## src/rtl/alu_ctrl_pkg.sv

```systemverilog
// alu_ctrl_pkg: ALU slice control codes and bit-serial sequencer state encoding
package alu_ctrl_pkg;
  localparam logic [2:0] CTR_AND = 3'b000;
  localparam logic [2:0] CTR_OR  = 3'b001;
  localparam logic [2:0] CTR_ADD = 3'b010;
  localparam logic [2:0] CTR_XOR = 3'b011;
  localparam logic [2:0] CTR_SUB = 3'b110;
  typedef enum logic [1:0] {S_IDLE = 2'd0, S_RUN = 2'd1, S_DONE = 2'd2} state_t;
  function automatic logic is_sum(input logic [2:0] ctr);
    return ctr[1:0] == CTR_ADD[1:0];
  endfunction
endpackage

```

## src/rtl/alu_serial_dp.sv

```systemverilog
// alu_serial_dp: operand/result shift registers, carry flop and bit counter for the serial ALU
module alu_serial_dp #(
  parameter int WIDTH = 32
) (
  input  logic             clk,
  input  logic             rst,
  input  logic             load_i,
  input  logic             step_i,
  input  logic [WIDTH-1:0] a_i,
  input  logic [WIDTH-1:0] b_i,
  input  logic [2:0]       ctr_i,
  input  logic             slice_res_i,
  input  logic             slice_cout_i,
  output logic             a_bit_o,
  output logic             b_bit_o,
  output logic             carry_o,
  output logic [2:0]       ctr_o,
  output logic             last_o,
  output logic [WIDTH-1:0] res_d_o
);
  localparam int CNT_W = $clog2(WIDTH);
  logic [WIDTH-1:0] a_sh_q, b_sh_q, res_sh_q, res_sh_d;
  logic [2:0]       ctr_q;
  logic             carry_q;
  logic [CNT_W-1:0] cnt_q;
  assign res_sh_d = {slice_res_i, res_sh_q[WIDTH-1:1]};
  assign a_bit_o  = a_sh_q[0];
  assign b_bit_o  = b_sh_q[0];
  assign carry_o  = carry_q;
  assign ctr_o    = ctr_q;
  assign last_o   = cnt_q == CNT_W'(WIDTH - 1);
  assign res_d_o  = res_sh_d;
  always_ff @(posedge clk) begin
    if (rst) begin
      a_sh_q   <= '0;
      b_sh_q   <= '0;
      res_sh_q <= '0;
      ctr_q    <= '0;
      carry_q  <= 1'b0;
      cnt_q    <= '0;
    end else if (load_i) begin
      a_sh_q  <= a_i;
      b_sh_q  <= b_i;
      ctr_q   <= ctr_i;
      carry_q <= ctr_i[2];
      cnt_q   <= '0;
    end else if (step_i) begin
      a_sh_q   <= a_sh_q >> 1;
      b_sh_q   <= b_sh_q >> 1;
      res_sh_q <= res_sh_d;
      carry_q  <= slice_cout_i;
      cnt_q    <= cnt_q + 1'b1;
    end
  end
endmodule

```

## src/rtl/alu_serial_seq.sv

```systemverilog
// alu_serial_seq: drives a shared 1-bit ALU slice for WIDTH cycles, LSB first, and returns result+flags
module alu_serial_seq
  import alu_ctrl_pkg::*;
#(
  parameter int WIDTH = 32
) (
  input  logic             clk,
  input  logic             rst,
  input  logic             op_valid,
  output logic             op_ready,
  input  logic [WIDTH-1:0] a_in,
  input  logic [WIDTH-1:0] b_in,
  input  logic [2:0]       ctr_in,
  output logic             slice_a,
  output logic             slice_b,
  output logic             slice_cin,
  output logic [2:0]       slice_ctr,
  input  logic             slice_res,
  input  logic             slice_cout,
  output logic             res_valid,
  input  logic             res_ready,
  output logic [WIDTH-1:0] res_out,
  output logic             c_out,
  output logic             ovf,
  output logic             zero
);
  state_t           state_q;
  logic             accept, run, last, a_bit, b_bit, carry;
  logic [2:0]       ctr;
  logic [WIDTH-1:0] res_d;
  assign accept = (state_q == S_IDLE) && op_valid;
  assign run    = state_q == S_RUN;
  alu_serial_dp #(.WIDTH(WIDTH)) u_dp (
    .clk          (clk),
    .rst          (rst),
    .load_i       (accept),
    .step_i       (run),
    .a_i          (a_in),
    .b_i          (b_in),
    .ctr_i        (ctr_in),
    .slice_res_i  (slice_res),
    .slice_cout_i (slice_cout),
    .a_bit_o      (a_bit),
    .b_bit_o      (b_bit),
    .carry_o      (carry),
    .ctr_o        (ctr),
    .last_o       (last),
    .res_d_o      (res_d)
  );
  // The slice is shared, so it sees all-zero stimulus whenever we are not computing.
  assign slice_a   = run & a_bit;
  assign slice_b   = run & b_bit;
  assign slice_cin = run & carry;
  assign slice_ctr = run ? ctr : 3'b000;
  assign zero      = ~|res_out;
  always_ff @(posedge clk) begin
    if (rst) begin
      state_q   <= S_IDLE;
      op_ready  <= 1'b1;
      res_valid <= 1'b0;
      res_out   <= '0;
      c_out     <= 1'b0;
      ovf       <= 1'b0;
    end else begin
      case (state_q)
        S_IDLE: if (op_valid) begin
          state_q  <= S_RUN;
          op_ready <= 1'b0;
        end
        S_RUN: if (last) begin
          state_q   <= S_DONE;
          res_valid <= 1'b1;
          res_out   <= res_d;
          c_out     <= slice_cout;
          ovf       <= is_sum(ctr) & (carry ^ slice_cout);
        end
        S_DONE: if (res_ready) begin
          state_q   <= S_IDLE;
          res_valid <= 1'b0;
          op_ready  <= 1'b1;
        end
        default: begin
          state_q   <= S_IDLE;
          op_ready  <= 1'b1;
          res_valid <= 1'b0;
        end
      endcase
    end
  end
endmodule
```

## config.mk

```make
export PLATFORM = sky130hd
export DESIGN_NAME = alu_serial_seq
export DESIGN_NICKNAME = d
export VERILOG_FILES = /design/src/rtl/alu_ctrl_pkg.sv /design/src/rtl/alu_serial_dp.sv /design/src/rtl/alu_serial_seq.sv
export SDC_FILE = /design/constraint.sdc
export NUM_CORES = 1
export LEC_CHECK = 0
export BUFFER_PORTS_ARGS = -buffer_cell sky130_fd_sc_hd__buf_2
export CAP_MARGIN = 30
export CORE_MARGIN = 2
export CORE_UTILIZATION = 35
export CTS_CLUSTER_SIZE = 10
export DETAILED_ROUTE_END_ITERATION = 7
export GPL_ROUTABILITY_DRIVEN = 0
export PLACE_DENSITY_LB_ADDON = 0.05
export SLEW_MARGIN = 20
export SYNTH_ARGS = -nofsm -noshare
export SYNTH_HDL_FRONTEND = slang
export SYNTH_SLANG_ARGS = --single-unit
export TNS_END_PERCENT = 5
```

## constraint.sdc

```tcl
create_clock -name clk -period 2.1 [get_ports clk]
set_input_delay 0.42 -clock clk [delete_from_list [all_inputs] [get_ports clk]]
set_output_delay 0.42 -clock clk [all_outputs]
set_load 0.005 [all_outputs]
```

==> metrics.md <==
| Metric | Value |
|---|---|
| # nets final | `890` |
| Antenna diodes | `0` |
| Tcrit/Tclk final | `a little over nine tenths` |
| Routed len/inst | `13.6 µm` |
| Data required, critical path | `1.68 ns` |
| Seq/Total Area, Yosys | `50.3%` |
| Setup TNS | `0 ns` |
| Port Buffer Count | `115` |
| Fraction of layout cells with a size suffix above 1 | `around a fifth` |
| DIE AREA | `0.0172 mm²` |
| Status | `complete, no violations` |
| Post-Syn Area per Cell | `7.80 µm²` |
| Hold Crit Class | `input port to flop` |
| Setup violators final | `0` |
| Final WS setup | `0.125 ns` |
| Initial antenna violation count | `0` |
| Syn Std Cell Area | `0.00566 mm²` |
| Final max-slew violation count | `0` |
| Critical path fanouts, max | `3` |
| Achievable Freq | `around 510 MHz` |
| First-pass GRT wire length | `23900 µm` |
| Crit path max-delay family | `simple AND/OR/NAND/NOR gates` |
| Hold-fix buffers, CTS | `0` |
| Placed Area | `0.00647 mm²` |
| Worst ir drop on vdd | `585 µV` |
| Hold Violations, Final | `0` |
| Number of distinct library cells after synthesis | `31` |
| Post-layout minimum cycle time | `1.98 ns` |
| Remaining antenna violation count | `0` |
| P_leak | `2.77 nW` |
| I/O pins | `116` |
| Syn_nets | `800` |
| # H-tree levels | `4` |
| DR DRC count | `0` |
| Slowest-stage cell, CP | `nor4_1` |
| Worst setup EP type | `primary output` |
| Total grt overflow | `0` |
| Clk pin slew, worst setup/hold paths | `approximately 0.06 ns` |
| Worst setup path category | `flop to primary output` |
| Core ar. | `0.0158 mm²` |
| Worst Skew | `0.0109 ns` |
| Root Buffer | `clkbuf_16` |
| Cell Rows | `between 40 and 50` |
| Gr usage total | `16.9%` |
| Ys Warns | `0` |
| Max-Slew Margin vs Limit | `70.2%` |
| Die Ht | `~130 µm` |
| Post-DP HPWL | `8890 µm` |
| Drt first pass iters | `4` |
| CP Cell Sequence | `nor4_1 > nand4_1 > nor2_1 > buf_2` |
| Buf/Inv on CP | `1` |
| Setup WS pre-CTS | `0.338 ns` |
| Die W | `roughly 130 µm` |
| Num CTS Buffers | `17` |
| Area grow syn2layout | `26.6%` |
| TritonCTS clock tree | `yes` |
| RSZ-0062 raised after global routing | `no` |
| Initial core utilization | `35.7%` |
| Critical path startpoint category | `flop` |
| Clock Path Buffers | `2` |
| Async S/R FF share, synth | `0%` |
| MaxCap Viol Count | `0` |
| Clk_lat worst skew | `between 0.4 and 0.5 ns` |
| Worst-Margin Slew | `0.446 ns` |
| Pin count of the biggest net entering global routing | `65` |
| Main flop type after synthesis | `dfxtp_1` |
| Post-synth top area share | `between 50% and 60%` |
| Final instance area | `between 0.007 and 0.008 mm²` |
| Cell area power density | `956 mW/mm²` |
| Synth area leader | `dfxtp_1` |
| Iter 0 DRT Violations | `360` |
| EDFF count, synth | `0` |
| DR vias | `5143` |
| Vias in the first global route | `just under 5000` |
| CP peak stage delay | `approximately 0.42 ns` |
| Synth top area cells | `dfxtp_1 50%, nand2_1 13%, a21oi_1 12%` |
| Arrival @ worst endpoint | `1.56 ns` |
| Clk sinks | `142` |
| Via density | `just under 5` |
| Final wirelength | `14200 µm` |
| Cell count after synthesis | `about 730` |
| Register bit count reported by yosys | `between 100 and 150` |
## final timing paths
check                           depth (start not counted)              from  slack, ns         endpoint
worst max-delay path                                    4       res_out[12]       0.12             zero
worst min-delay path                                    3          b_in[31]       0.24  u_dp.b_sh_q[31]
worst max register to register                          7     u_dp.cnt_q[0]       0.41              ovf
worst min register to register                          2  u_dp.res_sh_q[1]       0.45       res_out[0]
## what timing repair did
action / in CTS / in global routing
gates resized for setup: 1 / 0
cloned: 0 / 0
endpoints found under the setup margin: 1 / 2
setup buffers: 0 / 2
endpoints found under the hold margin: 0 / 0
pin swaps: 0 / 0
## power breakdown
group,switching [mW],internal [mW],total (mW)
combinational,0.349,0.242,0.592
sequential,0.0661,2.82,2.89
clock,1.14,2.22,3.37
## per-layer routing
| metal | vias to the layer above | GRT usage, % | wire length [µm] |
|---|---|---|---|
| met4 | 0 | 6.58 | 176 |
| met5 | - | 0 | 0 |
| li1 | 2639 | - | - |
| met3 | 14 | 4.78 | 648 |
| met2 | 113 | 26.4 | 6500 |
| met1 | 2377 | 22.0 | 6830 |
## worst min-delay path, delay by kind of cell
family,cells,cell delay [ns]
simple gates,1,0.05
compound gates,1,0.05
buf+inv,1,0.10
## layout make-up
class                           instances  area, µm²
Timing Repair Buffer                  133        826
Clock buffer                           21        480
Fill cell                            1592       8670
Sequential cell                       142       2840
Clock inverter                         10        184
Tap cell                              216        270
Multi-Input combinational cell        521       2550
## flip-flops by register name, indices dropped and copies added, names as in the netlist
signal / count
res_out: 32
u_dp.cnt_q: 5
u_dp.carry_o: 1
state_q: 2
u_dp.res_sh_q: 31
ovf: 1
u_dp.a_sh_q: 32
res_valid: 1
u_dp.b_sh_q: 32
op_ready: 1
u_dp.ctr_o: 3
c_out: 1
## stage by stage
stage          util (%)  hold slack, ns  std cells  total power [mW]
6_report           45.2           0.240       1043              6.85
2_1_floorplan         -           0.432        725              3.32
3_5_place_dp       40.9           0.446       1010              3.53
5_1_grt            45.2           0.227       1043              7.13
4_1_cts            45.1           0.226       1041              6.91
3_3_place_gp       40.9           0.442       1010              3.52
## cells in the final DEF (no fill, tap or decap)
cell type	n
clkbuf_16	17
clkinv_2	2
a211oi_1	60
xor2_1	2
and3b_1	1
or3b_2	4
clkinv_4	1
nor3_1	4
nor2b_4	1
and2_1	6
clkbuf_8	4
nand4b_1	1
nand3b_1	2
dfxtp_1	142
buf_12	9
o21bai_1	1
o21ai_0	1
and3_1	1
nor3b_2	1
nand2b_4	1
o21ba_2	1
nand3_1	3
nor4_2	1
a2bb2oi_1	1
a21oi_1	138
a311oi_2	1
bufinv_16	5
nor4_1	7
clkinvlp_4	2
xnor2_1	1
ha_1	2
nor2_1	69
nand2_1	202
buf_2	114
nand4_1	2
buf_4	10
nand2b_1	6
or3_1	1
## cells in the mapped netlist (all sizes together) (3+ instances only)
master	n
buf	26
nor4	8
nand2b	7
nor3	4
a21oi	138
dfxtp	142
or3b	4
nor2	69
and2	6
clkbuf	36
nand2	202
a211oi	60
nand3	3
## cells by family after synthesis
group | share of synthesized area, %
AO/OA/AOI/OAI | 21.0
XOR/XNOR | 0.465
adder cells (fa/ha/maj) | 0.442
buffers and inverters | 5.02
flip-flops | 50.3
AND/OR/NAND/NOR | 22.8
Power figures use the tool's default switching activity.
